## src/rtl/pipelined_addsub.sv

```systemverilog
// rtl/pipelined_addsub.sv - pipelined two's-complement adder/subtractor, one carry chunk per stage
module pipelined_addsub #(
    parameter int WIDTH  = 16,
    parameter int STAGES = 4
) (
    input  logic             clk,
    input  logic             rst,
    input  logic             in_valid,
    output logic             in_ready,
    input  logic [WIDTH-1:0] a,
    input  logic [WIDTH-1:0] b,
    input  logic             cin,
    input  logic             op,
    output logic             out_valid,
    input  logic             out_ready,
    output logic [WIDTH-1:0] sum,
    output logic             cout,
    output logic             ovf
);

    localparam int CHUNK = WIDTH / STAGES;

    if (STAGES < 1 || WIDTH < STAGES || (WIDTH % STAGES) != 0) begin : g_param_check
        $error("pipelined_addsub: WIDTH must be a non-zero multiple of STAGES");
    end

    logic advance;
    logic accept;

    assign advance  = out_ready | ~out_valid;
    assign in_ready = advance;
    assign accept   = in_valid & in_ready;

    for (genvar k = 0; k < STAGES; k++) begin : g_stage
        localparam int LO = k * CHUNK;
        localparam int BW = WIDTH - LO;

        // acc carries finished sum chunks below LO and untouched A chunks from LO upward
        logic [WIDTH-1:0] acc_in;
        logic [BW-1:0]    b_in;
        logic             c_in;
        logic             v_in;
        logic [CHUNK:0]   part;
        logic [WIDTH-1:0] acc_d, acc_q;
        logic             carry_d, carry_q;
        logic             valid_d, valid_q;

        if (k == 0) begin : g_head
            assign acc_in = a;
            assign b_in   = op ? ~b : b;
            assign c_in   = op | cin;
            assign v_in   = accept;
        end else begin : g_link
            assign acc_in = g_stage[k-1].acc_q;
            assign b_in   = g_stage[k-1].g_mid.b_q;
            assign c_in   = g_stage[k-1].carry_q;
            assign v_in   = g_stage[k-1].valid_q;
        end

        always_comb begin
            part    = {1'b0, acc_in[LO +: CHUNK]} + {1'b0, b_in[CHUNK-1:0]} + {{CHUNK{1'b0}}, c_in};
            acc_d   = acc_in;
            acc_d[LO +: CHUNK] = part[CHUNK-1:0];
            carry_d = part[CHUNK];
            valid_d = v_in;
        end

        // Data only loads with a real token so bubbles leave the last result on the outputs
        always_ff @(posedge clk) begin
            if (rst) begin
                valid_q <= 1'b0;
                acc_q   <= '0;
                carry_q <= 1'b0;
            end else if (advance) begin
                valid_q <= valid_d;
                if (v_in) begin
                    acc_q   <= acc_d;
                    carry_q <= carry_d;
                end
            end
        end

        if (k < STAGES - 1) begin : g_mid
            logic [BW-CHUNK-1:0] b_d, b_q;

            always_comb b_d = b_in[BW-1:CHUNK];

            always_ff @(posedge clk) begin
                if (rst) begin
                    b_q <= '0;
                end else if (advance && v_in) begin
                    b_q <= b_d;
                end
            end
        end else begin : g_tail
            logic ovf_d, ovf_q;

            // carry into the MSB recovered from the MSB sum bit and its operands
            always_comb ovf_d = (part[CHUNK-1] ^ acc_in[WIDTH-1] ^ b_in[CHUNK-1]) ^ part[CHUNK];

            always_ff @(posedge clk) begin
                if (rst) begin
                    ovf_q <= 1'b0;
                end else if (advance && v_in) begin
                    ovf_q <= ovf_d;
                end
            end
        end
    end

    assign out_valid = g_stage[STAGES-1].valid_q;
    assign sum       = g_stage[STAGES-1].acc_q;
    assign cout      = g_stage[STAGES-1].carry_q;
    assign ovf       = g_stage[STAGES-1].g_tail.ovf_q;

endmodule

```

## config.mk

```make
export PLATFORM = sky130hd
export DESIGN_NAME = pipelined_addsub
export DESIGN_NICKNAME = d
export VERILOG_FILES = /design/src/rtl/pipelined_addsub.sv
export SDC_FILE = /design/constraint.sdc
export NUM_CORES = 1
export LEC_CHECK = 0
export ABC_AREA = 1
export CORE_ASPECT_RATIO = 1.75
export CORE_MARGIN = 1.5
export CORE_UTILIZATION = 51
export CTS_CLUSTER_SIZE = 10
export DETAILED_ROUTE_END_ITERATION = 10
export GPL_TIMING_DRIVEN = 0
export MAX_ROUTING_LAYER = met4
export PLACE_DENSITY_LB_ADDON = 0.08
export SYNTH_ARGS = -nofsm -noshare
export SYNTH_HDL_FRONTEND = slang
export SYNTH_SLANG_ARGS = --single-unit
```

## constraint.sdc

```tcl
create_clock -name clk -period 3 [get_ports clk]
set_clock_uncertainty 0.15 [all_clocks]
set_input_delay 0.6 -clock clk [delete_from_list [all_inputs] [get_ports clk]]
set_output_delay 0.6 -clock clk [all_outputs]
set_load 0.02 [all_outputs]
```

# [After elaboration in Yosys (flattened, before gate mapping)]
# Index checks and enable logic that the tools add are counted.
# Widths: inputs -> output; s select.
[op_classes] n_addsub=8 n_mul=0 div=0 n_lt_le_gt_ge=0 eq_ne=0 n_shift=0 muxes=1 bitwise_logic=8 reduce_logical=8
[ops] cell="$add 4x4->5" n=4
[ops] cell="$add 5x1->5" n=4
[ops] cell="$mux 16" n=1
[ops] cell="$not 16->16" n=1
[ops] cell="$reduce_and 2->1" n=4
[ops] cell="$logic_and 1x1->1" n=4
[ops] cell="$xor 1x1->1" n=3
[ops] cell="$or 1x1->1" n=2
[ops] cell="$and 1x1->1" n=1
[ops] cell="$not 1->1" n=1
[totals] regBits=97 latchBits=0 ram_bits=0 romBits=0 inputBits=38 output_inout_bits=20 elab_cells=41 mem_count=0

# [Depth between registers and ports, before layout]
[logic_depth] ltp_word=5 mapped_depth=10 mapped_depth_nobuf=10

# [Worst setup path after synthesis]
# OpenSTA, ideal clock, no wires.
[synth_timing] kind="input-to-reg" start="in op" end="reg g_stage[0].carry_q" setup_time_ns=0.128 arrival_time_ns=2.320 required_ns=2.722 slack_ns=0.402 stages=9 n_path_buf=2 cell_sequence="buf_4 buf_4 or2_2 fa_1 fa_1 nand3_1 a21oi_1 a21oi_1 nor2_1"
[synth_via] elab_chain_cells=3 word_cells_on_any_way=4 cone_classes="add/sub (2); mux (1); bitwise (1)"
[synth_rtl] item="from (decl)" line_no="13" text="input logic op,"
[synth_rtl] item="$mux 16" line_no="50" text="assign b_in = op ? ~b : b;"
[synth_rtl] item="$add 4x4->5" line_no="61" text="part = {1'b0, acc_in[LO +: CHUNK]} + {1'b0, b_in[CHUNK-1:0]} + {{CHUNK{1'b0}}, c_in};"
[synth_rtl] item="$add 5x1->5 (*)" line_no="61"
[synth_rtl] item="to (signal assigned)" line_no="78" text="carry_q <= carry_d;"
[synth_rtl] item="to (decl)" line_no="45" text="logic carry_d, carry_q;"
# Every way passes the cells marked *; elsewhere a longest branch is shown, timed or not.
# A chain may end at the register's enable or synchronous reset.

# [Final worst setup path]
[layout_timing] start="in out_ready" end="out in_ready"
[layout_via] elab_chain_cells=1
[layout_rtl] item="from (decl)" line_no="15" text="input logic out_ready,"
[layout_rtl] item="$or 1x1->1" line_no="30" text="assign advance = out_ready | ~out_valid;"
[layout_rtl] item="to (decl)" line_no="9" text="output logic in_ready,"
# Every way passes these cells.

==> results.ini <==
[run_status]
status=completed

[cells_and_area]
final_common_cell=nor2_1
n_fill_cell=693
final_cell_mix=131 x nor2_1, 97 x dfxtp_1, 83 x o21ai_0
diodes=0
area_growth_pct=24.7
drive_gt1_frac=0.0792
nNetsFinal=621

[min_path]
hold_depth=2
hold_path_class=flip-flop to flip-flop
whs_endpoint=g_stage[1].g_mid.b_q[0]$_SDFFE_PP0P_
hp-start=g_stage[0].g_mid.b_q[4]$_SDFFE_PP0P_

[cts]
clock-root-buffer=clkbuf_16
post_cts_resized=0
post-cts-setup-buffer-count=0
tritoncts=done
numCtsBuffers=9
cts_sinks=97
worstSkewPairLatency_ns=0.34
holdBufCountCts=0
clockBufferDepth=2
path_clk_slew_ns=0.06
cts_max_level=3

[die]
die_h_um=121
fp.dieW_um=70.6
core_sq_mm=0.00786
dieArea_sq_mm=0.00857
start_util=0.520
pin_count=58
num_rows=43

[sta]
drv_slew=0
finalCriticalPeriod_ns=2.67
finalSetupViolations=0
rsz0062_at_grt=no
setup_tns_ns=0
period_share=0.890
relSlewSlack=0.614
worst_pin_slew_ns=0.579
max_freq_mhz=375
finalHoldViolCount=0

[critical_path]
crit_arrival_ns=1.92
r2r_cells=10
r2r_slack_ns=0.86
endpoint_kind=output port
r2r-start=g_stage[2].acc_q[12]$_SDFFE_PP0P_
crit_start=out_ready
path_max_fanout=5
reg2reg_to=ovf$_SDFFE_PP0P_
crit_type=input pin to output port
worstSetupStartpointType=input pin
required_ns=2.25

[global_route]
grt_use_met3=0.0382
antenna_found_initial=0
grt_max_degree=16
grtUsageMet1=0.230
grtUsageTotal=0.228
grt_pass1_vias=3262
met2_usage=0.426
grt-ovfl-total=0
grt_pass1_wl_um=14800
busiest_layer=met2

[yosys]
yosys_warnings=0
syn-instance-count=497
ys_seq_area_frac=0.476
synth_fp_nets=555
synth.distinct_cells=31
async_flop_share=0
syn_area_per_cell_sq_um=8.21
yosys_register_bits=97
synth-edff-count=0
synth_area_sq_mm=0.00408
synth_ff_type=dfxtp_1

[routing]
drtIter0Drc=208
wirelength_um=8880
drc=0
via_per_inst=5.04
drt-pass1-iter-count=5
vias=3317
wl_per_cell_um=13.5
postRouteAntennaNets=0

[placed_design]
dp_hpwl_um=6660
gp_congestion=0.838
io_buffers=55

[power]
p_leak_uw=0.00214
vdd_drop_max_uv=363
p_total_uw=3100
p_per_area_mw_per_mm2=610

[job]
maxCapViolCount=0

-- per-layer routing --
layer / share of wire / routed length (um) / vias up
met3: 0.031 / 274 / 13
met2: 0.54 / 4800 / 68
met1: 0.41 / 3600 / 1485
met5: 0 / 0 / -
li1: - / - / 1751
met4: 0.024 / 210 / 0
-- worst max-delay path: stages --
cell and delay (ns):
clkdlybuf4s50_1 0.51, nor2_4 0.08, inv_4 0.12, clkdlybuf4s50_1 0.62
-- how the worst max path moves through the flow --
stage | cells after the start | endpoint | slack, ns
CTS | 4 | in_ready | 0.32
finish | 4 | in_ready | 0.33
detailed placement | 9 | g_stage[0].carry_q$_SDFFE_PP0P_ | 0.23
floorplan | 9 | g_stage[0].carry_q$_SDFFE_PP0P_ | 0.40
global placement | 9 | g_stage[0].carry_q$_SDFFE_PP0P_ | 0.26
global route | 4 | in_ready | 0.29
-- metrics by stage --
| step | setup WS (ns) | hold WS, ns | cell area [sq um] | util | cells |
|---|---|---|---|---|---|
| detailed placement | 0.228 | 0.296 | 4740 | 0.604 | 642 |
| global placement | 0.262 | 0.293 | 4740 | 0.604 | 642 |
| floorplan | 0.402 | 0.279 | 4080 | - | 497 |
| finish | 0.330 | 0.306 | 5090 | 0.648 | 658 |
| CTS | 0.324 | 0.306 | 5090 | 0.648 | 658 |
| global route | 0.291 | 0.327 | 5090 | 0.648 | 658 |
-- cell usage after synthesis (4+ instances only) --
master | count | area [sq um]
inv_1 | 26 | 97.6
fa_1 | 8 | 160
buf_2 | 12 | 60.1
nand3_1 | 8 | 40.0
nand2_1 | 24 | 90.1
a211oi_1 | 5 | 37.5
dfxtp_1 | 97 | 1940
a21oi_1 | 34 | 170
xor2_1 | 10 | 87.6
buf_4 | 4 | 30.0
o21ai_0 | 83 | 415
ha_1 | 12 | 150
nor2_1 | 131 | 492
xnor2_1 | 11 | 96.3
clkbuf_1 | 8 | 30.0
-- flip-flops by register name (all words and copies together) (netlist names) --
| name | count |
|---|---|
| g_stage.carry_q | 3 |
| g_stage.acc_q | 48 |
| ovf | 1 |
| out_valid | 1 |
| g_stage.g_mid.b_q | 24 |
| sum | 16 |
| g_stage.valid_q | 3 |
| cout | 1 |
-- where the power goes --
group          total, uW  leakage (uW)  internal [uW]  switching, uW
combinational        379       0.00118            174            205
sequential          1410      0.000797           1370           41.4
clock               1320      0.000166            836            479
-- cell families after synthesis --
logic type	count (synthesis)	synth area share
AOI/OAI and AO/OA	128	0.164
xor gates and xnor gates	21	0.0451
DFF	97	0.476
and+or+nand+nor	172	0.171
adders and majority gates	20	0.0760
buffers and inverters	59	0.0684
-- final cells by class --
cell class	count	area, sq um	area share
Timing Repair Buffer	55	551	0.108
Clock inverter	5	103	0.0202
Multi-Input combinational cell	341	1860	0.366
Sequential cell	97	1940	0.382
Clock buffer	11	243	0.0477
Tap cell	90	113	0.0221
Buffer	29	164	0.0322
Inverter	30	115	0.0226
(Power assumes the default switching activity.)
